$ cat config.mk
export PLATFORM = sky130hd
export DESIGN_NAME = vga_fb_arbiter
export DESIGN_NICKNAME = d
export VERILOG_FILES = /design/src/rtl/vga_fb_arbiter.sv
export SDC_FILE = /design/constraint.sdc
export NUM_CORES = 1
export LEC_CHECK = 0
export BUFFER_PORTS_ARGS = -buffer_cell sky130_fd_sc_hd__buf_4
export CAP_MARGIN = 20
export CORE_ASPECT_RATIO = 0.9
export CORE_MARGIN = 8
export CORE_UTILIZATION = 55
export CTS_CLUSTER_DIAMETER = 120
export DETAILED_ROUTE_END_ITERATION = 7
export PLACE_DENSITY = 0.87
export SETUP_SLACK_MARGIN = 0.15
export SYNTH_ARGS = -nofsm -noshare
export SYNTH_HDL_FRONTEND = slang
export SYNTH_SLANG_ARGS = --single-unit
$ cat constraint.sdc
create_clock -name clk -period 6.3 [get_ports clk]
set_input_delay 0.945 -clock clk [delete_from_list [all_inputs] [get_ports clk]]
set_output_delay 0.945 -clock clk [all_outputs]
set_load 0.01 [all_outputs]
$ cat src/rtl/vga_fb_arbiter.sv
// rtl/vga_fb_arbiter.sv - shares one single-port framebuffer RAM between VGA scanout and a host port
// Optional feature macro: VGA_FB_VBLANK_ONLY_EN (host writes accepted only during vertical blanking)

module vga_fb_arbiter #(
  parameter int H_ACT_START = 144,
  parameter int H_ACT_END   = 784,
  parameter int V_ACT_START = 35,
  parameter int V_ACT_END   = 515,
  parameter int H_TOTAL     = 800,
  parameter int FB_W        = 160,
  parameter int FB_H        = 120,
  parameter int AW          = 15,
  parameter int DW          = 8
) (
  input  logic          clk,
  input  logic          rst,
  input  logic [9:0]    px,
  input  logic [9:0]    py,
  input  logic          host_valid,
  output logic          host_ready,
  input  logic          host_we,
  input  logic [AW-1:0] host_addr,
  input  logic [DW-1:0] host_wdata,
  output logic          host_rvalid,
  output logic [DW-1:0] host_rdata,
  output logic          mem_en,
  output logic          mem_we,
  output logic [AW-1:0] mem_addr,
  output logic [DW-1:0] mem_wdata,
  input  logic [DW-1:0] mem_rdata,
  output logic [DW-1:0] pix_idx,
  output logic          pix_de,
  output logic          vblank
);

  localparam int V_TOTAL = 525;

  localparam logic [9:0]    HS       = 10'(H_ACT_START);
  localparam logic [9:0]    HE       = 10'(H_ACT_END);
  localparam logic [9:0]    VS       = 10'(V_ACT_START);
  localparam logic [9:0]    VE       = 10'(V_ACT_END);
  localparam logic [9:0]    HL       = 10'(H_TOTAL - 1);
  localparam logic [9:0]    VL       = 10'(V_TOTAL - 1);
  localparam logic [10:0]   AX_OFF   = 11'(H_ACT_START - 2);
  localparam logic [10:0]   ACT_W    = 11'(H_ACT_END - H_ACT_START);
  localparam logic [AW-1:0] FB_W_A   = AW'(FB_W);
  localparam logic [AW-1:0] FB_SIZE  = AW'(FB_W * FB_H);

  logic [AW-1:0] row_base_q, row_base_d;
  logic [DW-1:0] pix_idx_q, pix_idx_d;
  logic [DW-1:0] host_rdata_q, host_rdata_d;
  logic          vblank_q, vblank_d;
  logic          disp_cap_q, disp_cap_d;
  logic          host_cap_q, host_cap_d;
  logic          host_oor_q, host_oor_d;
  logic          host_rvalid_q, host_rvalid_d;

  logic [10:0]   ax;
  logic [9:0]    px_n, py_n;
  logic [1:0]    row_phase;
  logic          h_act, v_act, v_act_n, de_n;
  logic          slot, in_range, host_acc;
  logic [AW-1:0] disp_addr;

  always_comb begin
    h_act   = (px >= HS) && (px < HE);
    v_act   = (py >= VS) && (py < VE);
    pix_de  = h_act && v_act;

    // Position the sync generator will present after this edge, so registered
    // outputs line up with the pixel they belong to.
    px_n = (px == HL) ? 10'd0 : px + 10'd1;
    py_n = py;
    if (px == HL) begin
      py_n = (py == VL) ? 10'd0 : py + 10'd1;
    end
    v_act_n = (py_n >= VS) && (py_n < VE);
    de_n    = (px_n >= HS) && (px_n < HE) && v_act_n;

    // Fetch two pixels ahead: one cycle RAM latency plus one cycle to register.
    ax        = {1'b0, px} - AX_OFF;
    slot      = !rst && v_act && (ax < ACT_W) && (ax[1:0] == 2'b00);
    disp_addr = row_base_q + {{(AW-9){1'b0}}, ax[10:2]};
    row_phase = py[1:0] - VS[1:0];

    in_range = host_addr < FB_SIZE;
`ifdef VGA_FB_VBLANK_ONLY_EN
    host_ready = !rst && !slot && (!host_we || vblank_q);
`else
    host_ready = !rst && !slot;
`endif
    host_acc  = host_valid && host_ready;

    mem_en    = slot || (host_acc && in_range);
    mem_we    = !slot && host_acc && host_we && in_range;
    mem_addr  = slot ? disp_addr : host_addr;
    mem_wdata = host_wdata;

    row_base_d = row_base_q;
    if (px == HL) begin
      if (py == VS - 10'd1) begin
        row_base_d = '0;
      end else if (v_act && (row_phase == 2'd3)) begin
        row_base_d = row_base_q + FB_W_A;
      end
    end

    pix_idx_d = pix_idx_q;
    if (!de_n) begin
      pix_idx_d = '0;
    end else if (disp_cap_q) begin
      pix_idx_d = mem_rdata;
    end

    vblank_d      = !v_act_n;
    disp_cap_d    = slot;
    host_cap_d    = host_acc && !host_we;
    host_oor_d    = host_acc && !host_we && !in_range;
    host_rvalid_d = host_cap_q;
    host_rdata_d  = host_rdata_q;
    if (host_cap_q) begin
      host_rdata_d = host_oor_q ? '0 : mem_rdata;
    end
  end

  always_ff @(posedge clk or posedge rst) begin
    if (rst) begin
      row_base_q    <= '0;
      pix_idx_q     <= '0;
      host_rdata_q  <= '0;
      vblank_q      <= 1'b1;
      disp_cap_q    <= 1'b0;
      host_cap_q    <= 1'b0;
      host_oor_q    <= 1'b0;
      host_rvalid_q <= 1'b0;
    end else begin
      row_base_q    <= row_base_d;
      pix_idx_q     <= pix_idx_d;
      host_rdata_q  <= host_rdata_d;
      vblank_q      <= vblank_d;
      disp_cap_q    <= disp_cap_d;
      host_cap_q    <= host_cap_d;
      host_oor_q    <= host_oor_d;
      host_rvalid_q <= host_rvalid_d;
    end
  end

  assign pix_idx     = pix_idx_q;
  assign host_rdata  = host_rdata_q;
  assign host_rvalid = host_rvalid_q;
  assign vblank      = vblank_q;

endmodule
# After elaboration in Yosys (flattened, before gate mapping)
# Cells that the tools add are included.
# totals
regBits,36
wordCells,65
# op_classes
addsub,6
n_lt_le_gt_ge,10
n_eq_ne,5
mux,9
reduce_logical,27
# ops
operator,count
2-to-1 mux 15 bit,3
less-than comparator 10 bit (second input constant),4
2-to-1 mux 10 bit,3
2-to-1 mux 8 bit,3
adder 10 x 1 -> 10 bit (second input constant),2
== test 10 bit (second input constant),2
>= comparator 10 x 6 -> 1 bit (second input constant),2
>= comparator 10 x 8 -> 1 bit (second input constant),2
logical AND 1 bit,18
adder 15 x 8 -> 15 bit (second input constant),1
adder 15 x 9 -> 15 bit,1
less-than comparator 15 bit (second input constant),1
less-than comparator 11 x 10 -> 1 bit (second input constant),1
subtractor 10 x 8 -> 11 bit (second input constant),1
== test 10 x 6 -> 1 bit (second input constant),1
logical NOT 1 bit,5
== test 2 bit (second input constant),1
logical NOT 2 bit,1
!= test 2 bit (second input constant),1
AND reduction 2 bit,1
nonzero test 2 bit,1
subtractor 2 bit (second input constant),1
logical OR 1 bit,1

# Depth between registers and ports, before layout
# Gate-level depths: netlist (run 1).
# depth
depth_word,11
ltp_mapped,12

# Least setup slack after synthesis (run 1)
# OpenSTA, ideal clock, no wires.
# synth_timing
path_type,input port to output port
start,input px[4]
end,output mem_addr[13]
t_arrival_ns,3.068
setup_slack_ns,2.287
stages,12
cell_sequence,clkbuf_1 nor3_1 nand2_1 nand2_1 xor2_1 ha_1 a21o_1 a21o_1 a21oi_1 nor2_1 xnor2_1 a21oi_1
# synth_between
elab_chain_cells,5
elab_cells_between_ends,6
cone_classes,add/sub (2); order compare (1); mux (1); reduce/logical (2)
# synth_rtl
item,line_no,rtl
start: declaration,17,"input logic [9:0] px,"
subtractor 10 x 8 -> 11 bit *,81,"ax = {1'b0, px} - AX_OFF;"
less-than comparator 11 x 10 -> 1 bit,82,slot = !rst && v_act && (ax < ACT_W) && (ax[1:0] == 2'b00);
logical AND 1 bit (2 in a row),82,
2-to-1 mux 15 bit *,96,mem_addr = slot ? disp_addr : host_addr;
end: declaration,28,"output logic [AW-1:0] mem_addr,"
# Every way passes the cells marked *; elsewhere a longest branch is shown, timed or not.

# Final worst setup path (run 1)
# layout_timing
start,input py[7]
end,output mem_addr[6]
# layout_between
elab_chain_cells,6
elab_cells_between_ends,7
cone_classes,order compare (2); mux (1); reduce/logical (4)
# layout_rtl
item,line_no,rtl
start: declaration,18,"input logic [9:0] py,"
>= comparator 10 x 6 -> 1 bit or less-than comparator 10 bit (tied branches),67,v_act = (py >= VS) && (py < VE);
logical AND 1 bit *,67,
logical AND 1 bit * (3 in a row),82,
2-to-1 mux 15 bit *,96,
# Marked as above.

==> impl_summary.md, run 1 <==
Clocking
The clock latency on the worst-skew pair is 280 ps. The number of buffers created by CTS is 5. The clock transition at the registers of the reported paths is 60 ps. The TritonCTS clock tree is done. In this run, post-CTS repair resized a total of 0 instances. No sink is reached through more buffers than the 2 on the longest clock path. The number of H-tree levels is 2. Clock tree synthesis selected as its root buffer the cell clkbuf_8. The post-cts hold buffer count is 0. The number of setup buffers added after CTS is 0. The clock net in this run drives a total of 31 sinks.

Worst setup path
STA classifies the critical path endpoint as a primary output. The arrival time of data at the critical path endpoint is 3350 ps. The signal on the critical path passes through buf_4 -> or3_1 -> nor4_2 -> o2111ai_1 -> or3_1 -> inv_4 -> mux2_2 -> buf_4. The worst setup path is launched from an input pin. The worst setup path startpoint is py[7].

The type of the worst setup path is input pin to primary output. For flop-to-flop paths, the worst setup slack is 4700 ps. The startpoint of the most critical register-to-register path is row_base_q[9]. The critical path ends at mem_addr[6].

The slowest stage of the critical path is the or3_1 cell. The length in cells of the worst reg-to-reg path is 4. STA puts the critical path data required time at 5350 ps. Of all nets on the critical path, the largest fanout is 26.

In this run the critical register-to-register path is captured at row_base_q[13]. The delay of the slowest critical-path stage is 500 ps.

Drt
In the final routed layout, each cell accounts on average for 15.4 um. For this run, design rule violations remaining after detail routing come to 0. The initial detailed-routing violation count is 123. Summing over every cut layer, the via total after detailed routing is 2,782. The final routed wirelength across all metal layers is 7410 um. Dividing the detail-routed via count by the number of cells gives 5.78. The count of nets left with antenna violations once routing finished came out at 0. For this run, the detailed router's first-pass iteration total came to 4.

Hold path
In this run the most critical hold path is launched from host_rdata[5]. The min-delay analysis places its worst path in the category flop to flop.

GRT
Entering global routing, the biggest net connects 33 pins. The global router's overall resource usage is 0.191. The via count of the first global-routing pass was 2,733. The remaining global-route overflow is 0. The first-pass GRT wire length is 12,700 um. The number of antenna violations at the first check in global routing is 0.

Logic synthesis
The number of storage elements in the synthesis netlist is 31. The average cell area after synthesis is 8.29 um^2. The distinct cell type count of the synthesized netlist is 60. The cell area that synthesis handed to floorplanning was 2880 um^2. Counting every instance in the synthesized netlist gives 348. The most used flip-flop cell after synthesis is dfrtp_1. The Yosys step of the flow raised 0 warnings. Counting flops with a built-in enable in the synthesized netlist gives 0. For this run, the register share of the synthesized area comes to 0.269. The net count after synthesis is 413. The fraction of registers with async set/reset is 1.00.

Timing
The slew at the pin closest to its max-slew limit is 603 ps. The clock arrives with 6.41 ps of skew. The total count of hold-check failures in the final report is 0.

The total negative slack is 0 ps. The count of endpoints failing setup in the final report is 0. Counting I/O delays and the setup requirement, the final critical path takes 4300 ps.

The worst relative slew slack is 0.598. Static timing analysis puts the maximum clock frequency at 233 MHz. The total count of max-transition violations in the final report is 0. In the finished design, the share of the clock period the worst path needs comes to 0.682. Setup repair after global routing left no endpoint under its margin.

Place
Detailed placement finished with a half-perimeter wire length of 5880 um. The count of buffers added on input and output ports is 83. Routability-driven placement finished with a final weighted congestion of 0.903.

Floorplan
The height of the chip is 84.7 um. During I/O placement, the number of pins put on the boundary was 100. The starting density of the core is 0.559. In this run the core area contains 25 standard-cell rows. From left edge to right edge, the die measures 92.3 um. The die footprint is 7820 um^2. The core region is 5160 um^2.

Finish
The repair_antennas step left the layout with diodes totalling 0. The share of post-route cells with drive strength above 1 is 0.266. The synthesis-to-layout area growth is 21.9%.

The post-layout net count is 478.

Run
Max-cap violations in this run came to 0.

Pwr
The standby leakage power is 1.55 nW. The design draws 0.000517 W. The power density over cell area is 147 nW/um^2.

The maximum vdd ir drop is 0.167 mV.

Run status
The run finished with clean final reports.
==> cell families after synthesis <==
group	count (synthesis)	synth area share
and+or+nand+nor	125	0.238
xor gates and xnor gates	23	0.0699
buffers and inverters	47	0.0855
other	1	0.00130
AOI/OAI and AO/OA	92	0.223
muxes	19	0.0690
DFF	31	0.269
adders and majority gates	10	0.0434
==> registers in the layout (all words and copies together) (netlist names) <==
| signal | count |
|---|---|
| host_rdata | 8 |
| host_oor_q | 1 |
| host_rvalid | 1 |
| host_cap_q | 1 |
| pix_idx | 8 |
| disp_cap_q | 1 |
| row_base_q | 10 |
| vblank | 1 |
==> where the power goes <==
group	internal (W)	switching, W	leakage (nW)
registers	0.000211	0.00000719	0.415
clock network	0.0000773	0.0000692	0.0422
logic	0.0000740	0.0000785	1.10
==> synth_stat cells, types with 9 or more instances <==
cell,instances,area (um^2)
dfrtp_1,30,751
nand2_1,29,109
nor2_1,25,93.8
inv_1,20,75.1
a21oi_1,19,95.1
xnor2_1,15,131
nand3_1,13,65.1
o21ai_0,13,65.1
mux2i_1,12,120
a211oi_1,11,82.6
ha_1,10,125
buf_4,9,67.6
clkbuf_1,9,33.8
nor3_1,9,45.0
==> area by class of cell <==
cell class | count | area, um^2
fill | 450 | 1650
tap | 67 | 83.8
timing repair buffer | 84 | 631
inverter | 21 | 81.3
clock buffer | 7 | 76.3
clock inverter | 1 | 5.00
sequential | 31 | 777
multi-input combinational | 270 | 1860
==> worst min-delay path by stage <==
stage,end,cells past startpoint
6_report,host_rdata[5],2
5_1_grt,host_rdata[5],2
4_1_cts,host_rdata[5],2
3_5_place_dp,host_rdata[5],2
3_3_place_gp,host_rdata[5],2
2_1_floorplan,host_rvalid,0
==> layer usage <==
metal	share of wire	global-route usage	routed length (um)
met5	0	0	0
met4	0.0099	0.0614	73
met3	0.054	0.0374	399
met2	0.48	0.320	3540
met1	0.46	0.239	3390
==> metrics by stage <==
stage | setup WS, ps | hold WS [ps] | std cells | utilization | cell area [um^2]
after floorplan | 2290 | 352 | 348 | - | 2880
after global placement | 2060 | 516 | 473 | 0.665 | 3430
after detailed placement | 2000 | 523 | 473 | 0.665 | 3430
after CTS | 2000 | 532 | 481 | 0.681 | 3510
after global routing | 1710 | 543 | 481 | 0.681 | 3510
final | 2000 | 527 | 481 | 0.681 | 3510
==> cell usage in the layout (no fill, tap or decap), drive strengths merged, types with 7 or more instances in the layout <==
| cell type | synthesis | final |
|---|---|---|
| mux2 | 7 | 7 |
| inv | 21 | 21 |
| mux2i | 12 | 12 |
| dfrtp | 30 | 30 |
| nor2 | 26 | 26 |
| ha | 10 | 10 |
| o21ai | 14 | 14 |
| nor3 | 9 | 9 |
| xor2 | 8 | 8 |
| o22ai | 8 | 8 |
| clkbuf | 9 | 7 |
| xnor2 | 15 | 15 |
| a21oi | 19 | 19 |
| a211oi | 11 | 11 |
| nand2 | 29 | 29 |
| nor2b | 7 | 7 |
| o211ai | 7 | 7 |
| nand3 | 13 | 13 |
| buf | 17 | 84 |
==> worst max-delay path, delay by kind of cell <==
family,cells,cell delay [ps]
and+or+nand+nor,3,1330
AOI/OAI and AO/OA,1,130
buffers and inverters,3,560
muxes,1,370
Note: power is estimated with default switching activity, not from simulation.
==> run 2: changes to the inputs <==
--- a/config.mk
+++ b/config.mk
@@ -9,10 +9,10 @@
 export CAP_MARGIN = 20
 export CORE_ASPECT_RATIO = 0.9
 export CORE_MARGIN = 8
-export CORE_UTILIZATION = 55
+export CORE_UTILIZATION = 51
 export CTS_CLUSTER_DIAMETER = 120
 export DETAILED_ROUTE_END_ITERATION = 7
-export PLACE_DENSITY = 0.87
+export PLACE_DENSITY = 0.81
 export SETUP_SLACK_MARGIN = 0.15
 export SYNTH_ARGS = -nofsm -noshare
 export SYNTH_HDL_FRONTEND = slang
==> constraint.sdc (replaced) <==
create_clock -name clk -period 4.5 [get_ports clk]
set_input_delay 0.675 -clock clk [delete_from_list [all_inputs] [get_ports clk]]
set_output_delay 0.675 -clock clk [all_outputs]
set_load 0.01 [all_outputs]
==> run 2 against run 1 <==
Compared with the run above: register-to-register slack worse by 1800 ps; cell area increased by 0.75%; global-route usage down 1.6 points; via count down 1.4%; clock power is 60% higher; sequential power rose by 40%; first-iteration DRC count increased by 5.7%; worst hold slack worse by 34 ps; critical path depth unchanged; flip-flop and latch count did not move; cell count rose by 0.62%; combinational power is 39% higher.
==> impl_summary.md, run 2 (same netlist as run 1, synthesis figures left out) <==
Run status
The run finished with clean final reports.

Worst setup path
The length in cells of the worst reg-to-reg path is 4. The worst register-to-register path has a setup slack of 2900 ps. The delay of the slowest critical-path stage is 520 ps. The critical path in this run is classified as input pin to primary output.

The destination of the worst register-to-register timing path is row_base_q[13]. The critical path launch point type is an input pin. The arrival time of data at the critical path endpoint is 3110 ps. The cell with the biggest individual delay on the critical path is or3_1. The worst setup path is captured at a primary output. The worst-path maximum fanout is 26. The required time of the worst setup path is 3830 ps. The worst register-to-register path begins at row_base_q[9]. The critical path goes through buf_4 -> or3_1 -> nor4_2 -> o2111ai_1 -> or3_1 -> inv_4 -> mux2_2 -> buf_4.

Timing
The final critical-path share of the clock period is 0.842. The total count of max-transition violations in the final report is 0. At the pin with the least slew margin, the transition time is 668 ps. Headroom to the max-slew limit came out at 0.555.

Setup repair after global routing left no endpoint under its margin. In the final timing run, aggregate negative setup slack is 0 ps. The total count of hold-check failures in the final report was 0. Subtracting the final worst setup slack from the clock period gives 3790 ps. The worst clock skew is 3.84 ps.

The achievable frequency is 264 MHz. Setup violations remaining at the end of the flow were counted as 0.

Clocking
The number of H-tree levels is 2. The number of buffers created by CTS is 5. The clock transition at the registers of the reported paths is 60 ps. The post-cts hold buffer count is 0.

No sink is reached through more buffers than the 2 on the longest clock path. The TritonCTS clock tree is done. The post-CTS setup repair buffer count is 0.

At the later pin of the worst-skew pair, clock insertion delay measures 270 ps. The post-CTS resize count is 0. The root buffer cell chosen for the clock tree is clkbuf_8.

The clock sink count is 31.

Drt
The total via count after detailed routing is 2,742. After detailed routing, the total wire length is 7320 um. The routed length per instance is 15.1 um.

The ratio of routed vias to standard cells is 5.67. The remaining number of nets flagged by the antenna check after routing is 0. After detailed routing, the number of remaining DRC violations is 0. For this run, the detailed router's first-pass iteration total came to 4.

For this block, the initial DRC count from the detailed router was 130.

Floorplan
The initial utilization of the core area, before any placement, comes to 0.518. The region available for standard cell placement spans 5560 um^2. Row generation in the floorplan step produced 26 rows. The number of primary I/O pins is 100.

The die is 95.3 um wide. The floorplan step defined a die boundary enclosing 8320 um^2. The die is 87.3 um tall.

Place
The standard cell area after detailed placement is 3440 um^2. The quantity of I/O buffers inserted on ports is 83. The final HPWL from detailed placement is 5810 um. Routability-driven placement finished with a final weighted congestion of 0.926.

Pwr
The power density over cell area is 213 nW/um^2. The standby leakage power is 1.56 nW. Overall power consumption after layout is estimated at 0.000753 W. The maximum vdd ir drop is 0.218 mV.

Finish
The top cell types in the final layout, fill and taps aside, are buf_4, dfrtp_1, nand2_1. For this run, the share of the core covered by cells in the final layout is 0.637. The area growth from synthesis to layout is 22.8%. The flip-flop count of the largest register, all copies and words added is 10.

The share of post-route cells with drive strength above 1 is 0.271. The repair_antennas step left the layout with diodes totalling 0. The most common cell after layout, fill and taps aside is buf_4. After filler insertion, the fill cell instance count of the layout stands at 478. The most flop-heavy register is row_base_q.

Summing all non-filler instances in the final layout gives an area of 3540 um^2. The post-layout net count is 478.

GRT
The remaining global-route overflow is 0. The number of antenna violations at the first check in global routing was 0. The first global-routing pass estimated 12,100 um of wire. The maximum number of pins on one net before global-route repair is 33. The via count of the first global-routing pass was 2,626. The global router's overall resource usage is 0.175.

Hold path
The type of the tightest min-delay check is input pin to async pin.

Run
The number of maximum-capacitance violations is 0.
==> run 2: metal layers <==
layer | GRT usage | wire (um) | vias up
met5 | 0 | 0 | -
met3 | 0.0336 | 452 | 2
met2 | 0.292 | 3510 | 75
met4 | 0.0269 | 19 | 0
met1 | 0.230 | 3330 | 1278
li1 | - | - | 1387
==> run 2: layout make-up <==
type                    count  area, um^2  area share
well taps                  70        87.6      0.0247
inverters                  21        81.3      0.0230
clock inverters             1        7.51     0.00212
multi-input cells         270        1860       0.525
repair buffers             84         631       0.178
clock buffers               7        96.3      0.0272
flip-flops and latches     31         777       0.219
==> run 2: how the worst max path moves through the flow <==
stage	startpoint	cells past startpoint	endpoint
finish	py[7]	8	mem_addr[9]
global route	px[5]	12	mem_addr[13]
CTS	py[7]	8	mem_addr[9]
detailed placement	py[7]	8	mem_addr[9]
global placement	px[5]	12	mem_addr[9]
floorplan	px[4]	12	mem_addr[13]
==> run 2: through the flow <==
stage | cells | hold slack, ps | setup WS [ps]
5_1_grt | 484 | 535 | 438
3_3_place_gp | 476 | 510 | 798
2_1_floorplan | 348 | 352 | 1030
4_1_cts | 484 | 503 | 723
6_report | 484 | 493 | 710
3_5_place_dp | 476 | 519 | 727
==> run 2: where the power goes <==
part / internal (W) / switching [W]
combinational: 0.000104 / 0.000109
sequential: 0.000295 / 0.0000103
clock: 0.000139 / 0.0000964
total: 0.000538 / 0.000215
==> run 2: critical path: cells and delay by family <==
family	cells	cell delay (ps)
mux	1	370
simple gates	3	1350
buf+inv	3	570
compound gates	1	150
==> run 3: changes to the inputs <==
==> constraint.sdc (replaced) <==
create_clock -name clk -period 3.7 [get_ports clk]
set_input_delay 0.555 -clock clk [delete_from_list [all_inputs] [get_ports clk]]
set_output_delay 0.555 -clock clk [all_outputs]
set_load 0.01 [all_outputs]
==> run 3 against run 2 <==
Compared with the run above: critical endpoint is now mem_addr[12]; flip-flop and latch count unchanged; cell count is 0.62% higher; worst hold slack worse by 120 ps.
==> impl_summary.md, run 3 (same netlist as run 1, synthesis figures left out) <==
Clocking
The clock sink count is 31. For this design, the CTS-stage hold fixing added 0 buffers. Counting along the longest clock path gives a buffer depth of 2. The clock reaches the later pin of the worst-skew pair after 280 ps. The number of buffers created by CTS is 5. CTS placed an instance of clkbuf_8 at the clock tree root. The post-CTS setup repair buffer count is 0. The H-tree was split into 2 levels. The clock transition at the registers of the reported paths is 60 ps. TritonCTS built the clock tree.

Run status
The run finished with clean final reports.

Floorplan
In this run the count of I/O pins placed on the die edge is 100. The die footprint is 8320 um^2. The row count is 26. The starting density of the core is 0.518. The x dimension of the die is 95.3 um.

The placeable core region is 5560 um^2. The height of the chip is 87.3 um.

Drt
For this block, the routed nets add up to 7390 um of wire. After the first detailed-routing iteration, the DRC count stood at 111. After detailed routing, the number of vias per cell comes to 5.68. After detailed routing, the average wire length per cell comes to 15.2 um.

The routed layout has 2,766 vias. The remaining number of nets flagged by the antenna check after routing is 0. The first detailed-routing pass ran for 4 iterations. After detailed routing, the number of remaining DRC violations is 0.

Finish
The total inserted antenna cells is 0. In the layout the commonest cells are buf_4, dfrtp_1, nand2_1. Compared with the post-synthesis result, the final layout area differs by 24.2%. The number of fillers in the final layout is 504.

The register with the most flip-flops in the layout has 10 of them. Leaving out fill and tap cells, the most frequent cell in the layout is buf_4. The share of post-route cells with drive strength above 1 is 0.278.

row_base_q holds more flip-flops than any other register. The post-layout net count is 481.

Timing
The worst clock skew is 2.87 ps. The total count of hold-check failures in the final report is 0. The total count of max-transition violations in the final report is 0. The shortest period the worst path allows is 3330 ps.

The total negative slack is 0 ps. For the pin with the worst max-slew slack, the measured transition is 657 ps. Setup repair after global routing left no endpoint under its margin.

In the finished design, the share of the clock period the worst path needs comes to 0.899. The achievable frequency is 301 MHz. The worst relative slew slack is 0.562. Setup violations remaining at the end of the flow were counted as 0.

Worst setup path
The worst setup path is of the input pin to primary output kind. The top cell family by delay on the critical path is simple AND/OR/NAND/NOR gates. The arrival time of data at the critical path endpoint is 2770 ps. The slowest stage of the critical path belongs to the cell or3_1. The worst setup path is launched from an input pin. The worst-path maximum fanout is 26. The count of buffer and inverter cells on the critical path is 3.

Walking the worst path, the cells encountered are buf_4 -> or3_1 -> nor4_2 -> o2111ai_1 -> or3_1 -> inv_4 -> mux2i_1 -> o211ai_1 -> buf_4. The required time of the worst setup path is 3140 ps. The endpoint kind of the worst setup timing path is a primary output. The delay of the slowest critical-path stage is 470 ps.

GRT
The via count of the first global-routing pass is 2,658. The number of antenna violations at the first check in global routing is 0. The first-pass GRT wire length is 12,100 um.

For this run, the total global-route usage over all layers was measured as 0.178. The maximum number of pins on one net before global-route repair is 33. The remaining global-route overflow is 0.

Pwr
The design draws 0.000972 W. The worst-case IR drop observed on VDD is 0.366 mV. The power density over cell area is 271 nW/um^2.

The analysis attributes to cell leakage a power of 1.59 nW.

Hold path
The tightest min-delay check is of the input pin to async pin type.

Place
Detailed placement finished with a half-perimeter wire length of 5960 um. The congestion estimate from routability-driven global placement came to 0.936. The quantity of I/O buffers inserted on ports is 83.

Run
The number of maximum-capacitance violations is 0.
==> run 3: cell count changes in the layout (fill, tap and decap cells not counted) <==
cell / before / now
a21oi_2: 0 / 1
buf_4: 84 / 87
clkinv_2: 0 / 1
bufinv_16: 0 / 1
clkbuf_8: 7 / 6
clkinvlp_4: 1 / 0
a21oi_1: 19 / 18
==> run 3: per-stage QoR <==
step	setup WS, ps	std cells	cell area (um^2)	hold WS, ps	util
3_3_place_gp	394	479	3460	513	0.622
4_1_cts	322	487	3580	381	0.643
6_report	373	487	3580	376	0.644
2_1_floorplan	467	348	2880	352	-
5_1_grt	183	487	3580	423	0.644
3_5_place_dp	337	479	3460	522	0.622
==> run 3: cell type report <==
type | count | area (um^2) | share of cell area
Clock buffer | 6 | 82.6 | 0.0231
Clock inverter | 2 | 35.0 | 0.00978
Inverter | 21 | 81.3 | 0.0227
Multi-Input combinational cell | 270 | 1860 | 0.521
Sequential cell | 31 | 777 | 0.217
Tap cell | 70 | 87.6 | 0.0245
Timing Repair Buffer | 87 | 653 | 0.182
==> run 3: path summary, 6_finish.rpt <==
check	cells past startpoint	slack [ps]	startpoint	endpoint
max reg2reg	4	2090	row_base_q[9]	row_base_q[13]
max in group asynchronous	3	3000	rst	vblank
max	9	370	py[7]	mem_addr[12]
min in group clk	2	440	host_we	host_oor_q
min	3	380	rst	disp_cap_q
min reg2reg	2	530	host_rdata[7]	host_rdata[7]
==> run 3: timing repair <==
| action | 4_1_cts | 5_1_grt |
|---|---|---|
| endpoints found under the hold margin | 0 | 0 |
| resized for setup | 0 | 1 |
| setup endpoints to repair | 0 | 1 |
==> run 3: per-layer routing <==
layer	wire length, um	vias up	GRT usage	share of wire
li1	-	1388	-	-
met1	3250	1282	0.225	0.44
met2	3550	88	0.295	0.48
met3	516	8	0.0345	0.070
met4	84	0	0.0552	0.011
met5	0	-	0	0
==> run 3: worst register-to-register path, delay by kind of cell, from the launching register on <==
kind             cells  cell delay, ps
AND/OR/NAND/NOR      3             920
AO/OA/AOI/OAI        1             150
flip-flops           1             470
==> run 3: where the power goes <==
group	total [W]	internal (W)	switching, W
Sequential	0.000371	0.000359	0.0000126
Clock	0.000340	0.000218	0.000123
Combinational	0.000260	0.000128	0.000132
